`src/rtl/dac_pattern_sequencer.sv`:
```
// DAC pattern sequencer: steps a resistor-DAC code through ramp-up,
// ramp-down, triangle or toggle sweeps at a programmable rate.
//
// Ports:
//   clk        in   rising-edge clock
//   rst        in   synchronous active-high reset
//   start      in   one-cycle request to begin a sequence (IDLE only)
//   mode       in   0 ramp up, 1 ramp down, 2 triangle, 3 toggle
//   div        in   hold period minus one, in clk cycles
//   loops      in   sweep count, 0 = run until abort
//   abort      in   stop a running sequence immediately
//   dac        out  registered DAC code
//   dac_strobe out  one-cycle pulse on every code load
//   busy       out  high while running
//   done       out  one-cycle pulse when a finite sequence completes
module dac_pattern_sequencer #(
    parameter int BITS  = 4,
    parameter int DIV_W = 16
) (
    input  logic             clk,
    input  logic             rst,
    input  logic             start,
    input  logic [1:0]       mode,
    input  logic [DIV_W-1:0] div,
    input  logic [7:0]       loops,
    input  logic             abort,
    output logic [BITS-1:0]  dac,
    output logic             dac_strobe,
    output logic             busy,
    output logic             done
);

    typedef enum logic [1:0] {
        IDLE = 2'd0,
        RUN  = 2'd1,
        DONE = 2'd2
    } state_t;

    localparam logic [1:0] M_UP   = 2'd0;
    localparam logic [1:0] M_DOWN = 2'd1;
    localparam logic [1:0] M_TRI  = 2'd2;

    // Position in a sweep; the triangle needs one extra bit.
    localparam logic [BITS:0] RAMP_LAST = (BITS+1)'((1 << BITS) - 1);
    localparam logic [BITS:0] TRI_LAST  = (BITS+1)'((2 << BITS) - 3);
    localparam logic [BITS:0] TOG_LAST  = (BITS+1)'(1);
    localparam logic [BITS:0] TRI_FOLD  = (BITS+1)'((2 << BITS) - 2);

    state_t           state_q;
    logic [1:0]       mode_q;
    logic [DIV_W-1:0] div_q;
    logic [7:0]       loops_q;
    logic [DIV_W-1:0] presc_q;
    logic [BITS:0]    idx_q;
    logic [7:0]       sweep_q;
    logic [BITS-1:0]  dac_q;
    logic             strobe_q;
    logic             busy_q;
    logic             done_q;

    logic [BITS:0]    idx_d;
    logic [7:0]       sweep_d;
    logic [BITS:0]    last_idx;
    logic             tick;
    logic             wrap;
    logic             finish;

    // Code at position i of a sweep in pattern m.
    function automatic logic [BITS-1:0] code_of(
        input logic [1:0]  m,
        input logic [BITS:0] i
    );
        logic [BITS:0] fold;
        fold = TRI_FOLD - i;
        case (m)
            M_UP:    code_of = i[BITS-1:0];
            M_DOWN:  code_of = ~i[BITS-1:0];
            M_TRI:   code_of = i[BITS] ? fold[BITS-1:0] : i[BITS-1:0];
            default: code_of = i[0] ? '1 : '0;
        endcase
    endfunction

    always_comb begin
        last_idx = TOG_LAST;
        case (mode_q)
            M_UP:    last_idx = RAMP_LAST;
            M_DOWN:  last_idx = RAMP_LAST;
            M_TRI:   last_idx = TRI_LAST;
            default: last_idx = TOG_LAST;
        endcase
    end

    assign idx_d   = idx_q + 1'b1;
    assign sweep_d = sweep_q + 1'b1;
    assign tick    = (presc_q == div_q);
    assign wrap    = (idx_q == last_idx);
    // loops == 0 never matches, so the sweep counter just wraps.
    assign finish  = wrap && (loops_q != 8'd0) && (sweep_d == loops_q);

    always_ff @(posedge clk) begin
        if (rst) begin
            state_q  <= IDLE;
            mode_q   <= '0;
            div_q    <= '0;
            loops_q  <= '0;
            presc_q  <= '0;
            idx_q    <= '0;
            sweep_q  <= '0;
            dac_q    <= '0;
            strobe_q <= 1'b0;
            busy_q   <= 1'b0;
            done_q   <= 1'b0;
        end else begin
            strobe_q <= 1'b0;
            done_q   <= 1'b0;
            case (state_q)
                IDLE: begin
                    if (start) begin
                        mode_q   <= mode;
                        div_q    <= div;
                        loops_q  <= loops;
                        presc_q  <= '0;
                        idx_q    <= '0;
                        sweep_q  <= '0;
                        dac_q    <= code_of(mode, '0);
                        strobe_q <= 1'b1;
                        busy_q   <= 1'b1;
                        state_q  <= RUN;
                    end
                end
                RUN: begin
                    if (abort) begin
                        dac_q   <= '0;
                        busy_q  <= 1'b0;
                        state_q <= IDLE;
                    end else if (tick) begin
                        presc_q <= '0;
                        if (finish) begin
                            dac_q   <= '0;
                            busy_q  <= 1'b0;
                            done_q  <= 1'b1;
                            state_q <= DONE;
                        end else if (wrap) begin
                            idx_q    <= '0;
                            sweep_q  <= sweep_d;
                            dac_q    <= code_of(mode_q, '0);
                            strobe_q <= 1'b1;
                        end else begin
                            idx_q    <= idx_d;
                            dac_q    <= code_of(mode_q, idx_d);
                            strobe_q <= 1'b1;
                        end
                    end else begin
                        presc_q <= presc_q + 1'b1;
                    end
                end
                DONE: begin
                    state_q <= IDLE;
                end
                default: begin
                    dac_q   <= '0;
                    busy_q  <= 1'b0;
                    state_q <= IDLE;
                end
            endcase
        end
    end

    assign dac        = dac_q;
    assign dac_strobe = strobe_q;
    assign busy       = busy_q;
    assign done       = done_q;

endmodule
```
`config.mk`:
```
export PLATFORM = sky130hd
export DESIGN_NAME = dac_pattern_sequencer
export DESIGN_NICKNAME = d
export VERILOG_FILES = /design/src/rtl/dac_pattern_sequencer.sv
export SDC_FILE = /design/constraint.sdc
export NUM_CORES = 1
export LEC_CHECK = 0
export ABC_AREA = 1
export CORE_UTILIZATION = 40
export CTS_CLUSTER_DIAMETER = 30
export DETAILED_ROUTE_END_ITERATION = 8
export PLACE_DENSITY_LB_ADDON = 0.1
export SYNTH_ARGS = -nofsm -noshare
export SYNTH_HDL_FRONTEND = slang
export SYNTH_SLANG_ARGS = --single-unit
export TNS_END_PERCENT = 1
```
`constraint.sdc`:
```
create_clock -name clk -period 2.6 [get_ports clk]
set_input_delay 0.39 -clock clk [delete_from_list [all_inputs] [get_ports clk]]
set_output_delay 0.39 -clock clk [all_outputs]
set_load 0.01 [all_outputs]
```
==> flow_metrics.env <==
export IMPL_async_flop_share_pct=0
export IMPL_holdPathEnd="dac[3]$_SDFFE_PP0P_"
export IMPL_final_max_slew_viol_count=0
export IMPL_grt_pass1_wl_mm=14.8
export IMPL_holdPathStages=2
export IMPL_seqPwrFrac_pct=45.9
export IMPL_yosys_cell_types_count=36
export IMPL_clk_latency_ns=0.34
export IMPL_synthMuxAreaShare_pct=0
export IMPL_status="finished, final reports clean"
export IMPL_slowest_delay_ns=0.42
export IMPL_synthTopCellsByCount="nand2_1, nor2_1, dfxtp_1, inv_1, o21ai_0"
export IMPL_p_per_area_nw_per_um2=574
export IMPL_crit_start="sweep_q[0]$_SDFFE_PP0P_"
export IMPL_grt_max_degree=41
export IMPL_io_buffers=36
export IMPL_slowest_stage="dfxtp_1"
export IMPL_worst_slew_margin_rel_pct=65.5
export IMPL_synth_nets=588
export IMPL_peakVddDrop_uv=319
export IMPL_critPathBufInv=1
export IMPL_p_comb_share_pct=24.0
export IMPL_seq_area_frac_synth_pct=35.4
export IMPL_grt_antenna_before_repair=0
export IMPL_area_sequential_um2=1280
export IMPL_place_ws_ns=0.349
export IMPL_path_max_fanout=15
export IMPL_crit_type="flip-flop to flip-flop"
export IMPL_die_area_um2=9420
export IMPL_routed_wirelength_mm=8.55
export IMPL_cap_violations=0
export IMPL_num_vias=3481
export IMPL_max_freq_mhz=441
export IMPL_synth_top_family_by_area="simple AND/OR/NAND/NOR gates"
export IMPL_row_count=34
export IMPL_finalCritPeriodShare_pct=87.2
export IMPL_ios=37
export IMPL_synth_top_area_share_pct=35.4
export IMPL_rsz0062_at_grt="no"
export IMPL_synthSimpleGateAreaFrac_pct=39.4
export IMPL_finClkSkew_ns=0.00786
export IMPL_nets=628
export IMPL_startpoint_type="flip-flop"
export IMPL_clk_path_buf_depth=2
export IMPL_area_growth_pct=17.9
export IMPL_tns_ns=0
export IMPL_cp_cell_sequence="ha_1 -> nand4_1 -> nor2_1 -> nand2_1 -> nand2_1 -> nand2_1 -> nand2_1 -> nand2_1 -> nor2_2 -> nand4_4 -> nand3_1 -> nand2_1 -> inv_1 -> nor2_1"
export IMPL_worstSetupEndpointType="flip-flop"
export IMPL_firstDrtPassIters=4
export IMPL_dp_hpwl_mm=6.38
export IMPL_grt_pass1_vias=3302
export IMPL_viasPerCell=4.93
export IMPL_swShare_pct=33.6
export IMPL_syn_area_um2=3610
export IMPL_num_fill_cells=884
export IMPL_cts_tree="done"
export IMPL_dieHeight_um=97.1
export IMPL_drt_iter0_markers=139
export IMPL_ys_ff_latch=64
export IMPL_dominantRegCellSynth="dfxtp_1"
export IMPL_tightest_slew_ns=0.515
export IMPL_synth_warnings=0
export IMPL_wl_per_cell_um=12.1
export IMPL_synth_compound_area_share_pct=10.6
export IMPL_holdCritPathClass="flip-flop to flip-flop"
export IMPL_cts_hold_buf=0
export IMPL_cts_root_buffer="clkbuf_8"
export IMPL_synthCells=554
export IMPL_drive_above_1_share_pct=8.36
export IMPL_num_antenna_cells=0
export IMPL_cts_buffers=9
export IMPL_clockPowerShare_pct=30.1
export IMPL_ant_nets=0
export IMPL_reg2reg_slack_ns=0.33
export IMPL_htree_levels=3
export IMPL_synth_edff_count=0
export IMPL_synth_fa_ha_area_share_pct=1.38
export IMPL_synthTopCellsByArea="dfxtp_1, nand2_1, nor2_1"
export IMPL_multiInputGateArea_um2=2000
export IMPL_hp_start="dac[3]$_SDFFE_PP0P_"
export IMPL_grt_usage_pct=19.3
export IMPL_min_period_ns=2.27
export IMPL_path_delay_family="simple AND/OR/NAND/NOR gates"
export IMPL_rr_startpoint="sweep_q[0]$_SDFFE_PP0P_"
export IMPL_internal_power_uw=1620
export IMPL_grt_overflow=0
export IMPL_cp_data_required_time_ns=2.84
export IMPL_ctsResizeCount=0
export IMPL_finalWorstSetupSlack_ns=0.333
export IMPL_avgSynthCellArea_um2=6.52
export IMPL_die_x_um=97.1
export IMPL_cpMostUsedCell="nand2_1"
export IMPL_p_sw_uw=822
export IMPL_core_area_um2=8720
export IMPL_cts_sinks=64
export IMPL_reg2reg_depth=14
export IMPL_yosysMostFrequentCell="nand2_1"
export IMPL_critical_path_arrival_ns=2.51
export IMPL_reg2reg_to="idx_q[0]$_SDFFE_PP0P_"
export IMPL_hold_viol=0
export IMPL_initial_core_util_pct=41.4
export IMPL_postCtsSetupBuffers=0
export IMPL_finalSetupViolCount=0
export IMPL_yosysTopAreaCell="dfxtp_1"
export IMPL_synth_xor_area_share_pct=3.88
export IMPL_gp_congestion=0.852
export IMPL_drc_errors=0
export IMPL_p_leak_uw=0.00188
export IMPL_clkTransAtPathRegs_ns=0.07
-- power groups by stage --
stage	logic (µW)	clock network, µW	registers (µW)
after floorplan	424	0	1130
after global placement	581	0	1140
after detailed placement	588	0	1140
after CTS	591	762	1120
after global routing	674	801	1130
final	586	736	1120
-- kinds of logic (layout without fill, tap and decap cells) --
| group | Yosys count | in the layout |
|---|---|---|
| xor gates and xnor gates | 16 | 16 |
| and+or+nand+nor | 310 | 310 |
| AOI/OAI and AO/OA | 74 | 74 |
| buffers and inverters | 86 | 130 |
| adders and majority gates | 4 | 4 |
| DFF | 64 | 64 |
-- stage by stage --
stage | cell area (µm²) | instances | total power (µW) | utilization [%] | hold WS [ns]
2_1_floorplan | 3610 | 554 | 1560 | - | 0.441
3_3_place_gp | 4100 | 691 | 1720 | 47.0 | 0.457
3_5_place_dp | 4100 | 691 | 1730 | 47.0 | 0.459
4_1_cts | 4260 | 706 | 2480 | 48.9 | 0.470
5_1_grt | 4260 | 706 | 2610 | 48.9 | 0.490
6_report | 4260 | 706 | 2450 | 48.9 | 0.468
-- state kept, by name (all words and copies together), names as in the netlist --
signal      flops
busy            1
dac             4
dac_strobe      1
div_q          16
done            1
idx_q           5
loops_q         8
mode_q          2
presc_q        16
state_q         2
sweep_q         8
-- final cells by class --
type                       count  area share (%)
clock buffer                   9            2.91
clock inverter                 6           0.881
inverter                      71            6.26
multi-input combinational    404            46.8
sequential                    64            30.1
tap                          108            3.17
timing repair buffer          44            9.87
-- placed cells by master, fill, tap and decap left out, types with 5 or more instances in the layout --
cell	count
nand2_1	136
nor2_1	75
inv_1	64
dfxtp_1	64
clkdlybuf4s50_1	36
o21ai_0	35
nand3_1	34
a21oi_1	31
nand4_1	24
xor2_1	16
nor3_1	12
nor2_2	11
clkbuf_8	9
buf_4	8
inv_2	5
-- how the worst max path moves through the flow --
stage,slack [ns],to,depth (start not counted)
6_report,0.33,idx_q[0]$_SDFFE_PP0P_,14
5_1_grt,0.03,idx_q[0]$_SDFFE_PP0P_,14
4_1_cts,0.33,idx_q[0]$_SDFFE_PP0P_,14
3_5_place_dp,0.35,presc_q[4]$_SDFFE_PP0P_,8
3_3_place_gp,0.38,idx_q[4]$_SDFFE_PP0P_,14
2_1_floorplan,0.80,idx_q[0]$_SDFFE_PP0P_,14
-- layer usage --
layer	global-route usage, %	share of wire, %	up-vias	wire length [µm]
li1	-	-	1865	-
met1	23.3	48	1557	4150
met2	34.0	47	52	4030
met3	4.82	3.5	7	303
met4	4.82	0.83	0	71
met5	0	0	-	0
-- worst reg2reg max path: stages (launching register included) --
cell and delay (ns):
dfxtp_1 0.42, ha_1 0.25, nand4_1 0.21, nor2_1 0.14, nand2_1 0.08, nand2_1 0.08
nand2_1 0.05, nand2_1 0.07, nand2_1 0.06, nor2_2 0.13, nand4_4 0.23, nand3_1 0.27
nand2_1 0.08, inv_1 0.06, nor2_1 0.04
Note: power is estimated with default switching activity, not from simulation.
